[src/rtl/imem_fetch_ctrl.sv]
// Instruction fetch sequencer: owns the PC, keeps one ROM read in flight and
// buffers returned words in a small FIFO toward decode, flushing on redirects.
module imem_fetch_ctrl #(
    parameter logic [31:0] RESET_PC   = 32'h0000_0000,
    parameter int unsigned FIFO_DEPTH = 2
) (
    input  logic        clk,
    input  logic        reset,
    output logic        mem_req,
    output logic [31:0] mem_addr,
    input  logic        mem_rvalid,
    input  logic [31:0] mem_rdata,
    input  logic        redirect_valid,
    input  logic [31:0] redirect_pc,
    output logic        inst_valid,
    input  logic        inst_ready,
    output logic [31:0] inst_out,
    output logic [31:0] inst_pc
);

    localparam int unsigned PW = $clog2(FIFO_DEPTH);
    localparam logic [PW:0]   DEPTH_C = (PW+1)'(FIFO_DEPTH);
    localparam logic [PW:0]   CNT_ONE = (PW+1)'(1);
    localparam logic [PW-1:0] PTR_ONE = PW'(1);

    typedef enum logic [1:0] {IDLE, WAIT, DROP} state_t;

    state_t      state;
    logic [31:0] pc;
    logic [31:0] req_pc;
    logic [31:0] fifo_pc   [FIFO_DEPTH];
    logic [31:0] fifo_data [FIFO_DEPTH];
    logic [PW-1:0] head;
    logic [PW-1:0] tail;
    logic [PW:0]   count;

    logic        issue;
    logic        push;
    logic        pop;
    logic [31:0] target_pc;

    assign target_pc = redirect_pc & ~32'd3;
    assign issue     = (state == IDLE) && !redirect_valid && (count < DEPTH_C);
    assign push      = (state == WAIT) && mem_rvalid && !redirect_valid;
    assign pop       = inst_valid && inst_ready && !redirect_valid;

    // Request is decoded from registered state so the issue cycle and the
    // request coincide, giving the two-cycle issue/response cadence.
    assign mem_req    = issue && !reset;
    assign mem_addr   = {2'b00, pc[31:2]};
    assign inst_valid = (count != '0);
    assign inst_out   = inst_valid ? fifo_data[head] : '0;
    assign inst_pc    = inst_valid ? fifo_pc[head]   : '0;

    always_ff @(posedge clk) begin
        if (push) begin
            fifo_pc[tail]   <= req_pc;
            fifo_data[tail] <= mem_rdata;
        end
    end

    always_ff @(posedge clk or posedge reset) begin
        if (reset) begin
            state  <= IDLE;
            pc     <= RESET_PC;
            req_pc <= '0;
            head   <= '0;
            tail   <= '0;
            count  <= '0;
        end else begin
            case (state)
                IDLE: begin
                    if (redirect_valid) begin
                        pc <= target_pc;
                    end else if (issue) begin
                        req_pc <= pc;
                        state  <= WAIT;
                    end
                end
                WAIT: begin
                    if (mem_rvalid) begin
                        state <= IDLE;
                        pc    <= redirect_valid ? target_pc : pc + 32'd4;
                    end else if (redirect_valid) begin
                        pc    <= target_pc;
                        state <= DROP;
                    end
                end
                DROP: begin
                    if (redirect_valid) pc <= target_pc;
                    if (mem_rvalid) state <= IDLE;
                end
                default: state <= IDLE;
            endcase

            if (redirect_valid) begin
                head  <= '0;
                tail  <= '0;
                count <= '0;
            end else begin
                if (push) tail <= tail + PTR_ONE;
                if (pop)  head <= head + PTR_ONE;
                if (push && !pop)      count <= count + CNT_ONE;
                else if (pop && !push) count <= count - CNT_ONE;
            end
        end
    end

endmodule

[config.mk]
export PLATFORM = sky130hd
export DESIGN_NAME = imem_fetch_ctrl
export DESIGN_NICKNAME = d
export VERILOG_FILES = /design/src/rtl/imem_fetch_ctrl.sv
export SDC_FILE = /design/constraint.sdc
export NUM_CORES = 1
export LEC_CHECK = 0
export ABC_AREA = 1
export BUFFER_PORTS_ARGS = -buffer_cell sky130_fd_sc_hd__buf_2
export CORE_MARGIN = 2
export CORE_UTILIZATION = 30
export CTS_BUF_LIST = sky130_fd_sc_hd__clkbuf_2
export DETAILED_ROUTE_END_ITERATION = 10
export PLACE_DENSITY = 0.44
export SLEW_MARGIN = 40
export SYNTH_ARGS = -nofsm -noshare
export SYNTH_HDL_FRONTEND = slang
export SYNTH_SLANG_ARGS = --single-unit
[constraint.sdc]
create_clock -name clk -period 4.7 [get_ports clk]
set_clock_uncertainty 0.15 [all_clocks]
set_input_delay 0.47 -clock clk [delete_from_list [all_inputs] [get_ports clk]]
set_output_delay 0.47 -clock clk [all_outputs]
set_load 0.005 [all_outputs]
==> metrics.csv <==
metric,value,unit
DRC viols,0,
Final Util,37.1,%
final worst path period need,3270,ps
synth warn,0,
final worst-path cycle share,69.6,%
proportion of layout cells with a drive suffix above 1,19.6,%
nets@finish,1225,
port bufs,162,
initial antenna violation count,1,
largest net degree at the start of global routing,65,
via count,7203,
critical-path cell list,"nor2_4, buf_4, a21oi_1, buf_2",
max incr delay on CP,580,ps
total power,0.00516,W
dpl hpwl,16500,µm
Die X,178,µm
Sum Neg Setup Slack,0,ps
cell leakage power,4.72,nW
CP Max Fanout,47,
H-tree depth,4,
Post-Syn Area,9130,µm²
CP Launch Type,flop,
global-route wire length before repair,38300,µm
die area,31800,µm²
crit path kind,flop to output pin,
slew at the pin closest to its max-slew limit,805,ps
Post-synth EDFFs,128,
Pre-Repair DR Iteration Count,5,
Inserted Clock Buffers,17,
worst reg-to-reg path cell count,5,
Worst slew margin,46.3,%
leading area contributor after synthesis,edfxtp_1,
clock transition at the registers of the reported paths,280,ps
total routed wirelength,25300,µm
ranking of synthesized cells by area,"edfxtp_1, dfrtp_1, nand2_1",
row count,63,
chip height,178,µm
"Avg Cell Area, Syn",9.40,µm²
# IOs,167,
asr flop ratio synth,35.4,%
worst vdd ir,0.209,mV
crit path DAT,2650,ps
most frequent cell after synthesis,nand2_1,
total of max-cap violations,0,
register area share after synthesis,61.3,%
multi-input logic area,2830,µm²
RSZ-0062 raised after global routing,false,
post-cts resize count,0,
routed length per instance,16.2,µm
CTS tree,done,
vias in the first global route,6824,
CP Capture Type,output pin,
clk sinks,198,
CORE AREA,29800,µm²
fmax,306,MHz
Pins Over Slew Limit,0,
Worst R2R End,fifo_data[0][23],
vias per cell,4.62,
flop-to-flop setup slack,2080,ps
gpl congestion,0.818,
Root Buffer,clkbuf_2,
P&R area growth vs syn,21.1,%
launching point of the worst reg2reg path,state[0],
1st-iter DRT viols,404,
status,"finished, final reports clean",
Critical Path RT,4080,ps
final hold violations,0,
Synth Instances,971,
total track usage,16.0,%
Yosys cell types,42,
Storage cell area,5600,µm²
clock latency on the worst-skew pair,780,ps
total congestion overflow,0,
Pwr Density,467,nW/µm²
top cell type's share of synthesized area,42.1,%
CTS Buffer Depth,2,
synth cell count leaders,"nand2_1, edfxtp_1, a21oi_1",
initial cell density of the core,30.6,%
Fillers,3113,
Yosys reg bits,198,
Min-Delay Path Class,primary input to async pin,
Slowest cell on crit path,buf_4,
antenna-violating nets left,0,
final setup vio count,0,
"Top FF cell, synth",edfxtp_1,
[worst max path at each step]
| stage | slack (ps) | start | cells past startpoint | endpoint |
|---|---|---|---|---|
| floorplan | 340 | redirect_valid | 5 | fifo_data[0][0] |
| global placement | 2070 | redirect_valid | 5 | mem_req |
| detailed placement | 2140 | mem_rvalid | 6 | fifo_data[0][29] |
| CTS | 1280 | count[0] | 4 | inst_pc[31] |
| global route | 1140 | count[0] | 4 | inst_pc[17] |
| finish | 1430 | count[0] | 4 | inst_pc[31] |
[sequential cells by signal, summed over array words and instances (netlist names)]
register / count
fifo_pc: 64
count: 2
state: 2
fifo_data: 64
req_pc: 32
head: 1
pc: 32
tail: 1
[worst max-delay path, delay by kind of cell (launching register included)]
family / cells / cell delay (ps)
buffers and inverters: 2 / 760
flip-flops: 1 / 480
AND/OR/NAND/NOR: 1 / 470
AO/OA/AOI/OAI: 1 / 140
[stage by stage]
stage,hold WS [ps],instances,area (µm²),setup slack (ps)
after floorplan,287,972,9130,342
after global placement,300,1457,10100,2070
after detailed placement,300,1459,10200,2140
after CTS,27.6,1557,11000,1280
after global routing,32.5,1559,11100,1140
final,81.7,1559,11100,1430
[what timing repair did]
action,4_1_cts,5_1_grt
hold buffers,66,1
endpoints found under the hold margin,133,1
setup buffers,0,0
[routing by layer]
layer	track usage, %	wire length, µm	up-vias
met1	21.8	12000	3439
met2	26.4	11900	175
met4	3.29	266	0
met5	0	0	-
met3	3.13	1120	20
li1	-	-	3569
[final cells by class]
cell class,count,area share (%)
Antenna cell,1,0.0226
Clock buffer,21,0.951
Clock inverter,11,0.928
Inverter,79,2.73
Multi-Input combinational cell,619,25.6
Sequential cell,198,50.6
Tap cell,390,4.42
Timing Repair Buffer,240,14.7
[cells in the final DEF, fill, tap and decap left out, types with 3 or more instances in the layout]
cell           Yosys  layout
inv_1             76      74
nand2_1          299     299
buf_2             12     162
nand4_1           16      16
o21ai_1            3       3
clkinv_1           1       3
nand3_1           42      42
o21ai_0           47      47
nor3_1             4       4
clkinvlp_4         0       4
nor2_4             4       7
mux2_2             4       4
edfxtp_1         128     128
dlygate4sd3_1      0      67
o22ai_1            7       7
clkbuf_2           0      21
nor2_1            74      71
a21oi_1           85      85
a31oi_1            5       5
dfrtp_1           70      69
nor2_2             5       5
buf_4             34       7
[power by group]
part	internal (W)	switching [W]
Sequential	0.00224	0.000303
Clock	0.000200	0.000596
Combinational	0.000673	0.00115
Total	0.00311	0.00205
[cell families (layout without fill, tap and decap cells)]
| group | count (synthesis) | after routing | share of synthesized area (%) |
|---|---|---|---|
| fa+ha+maj | 1 | 1 | 0.137 |
| simple gates | 450 | 450 | 20.4 |
| other cells | 1 | 3 | 0.0411 |
| mux | 4 | 4 | 0.493 |
| buf+inv | 155 | 351 | 8.02 |
| flops | 198 | 198 | 61.3 |
| xor+xnor | 1 | 1 | 0.0960 |
| compound gates | 161 | 161 | 9.47 |
(Power assumes the default switching activity.)
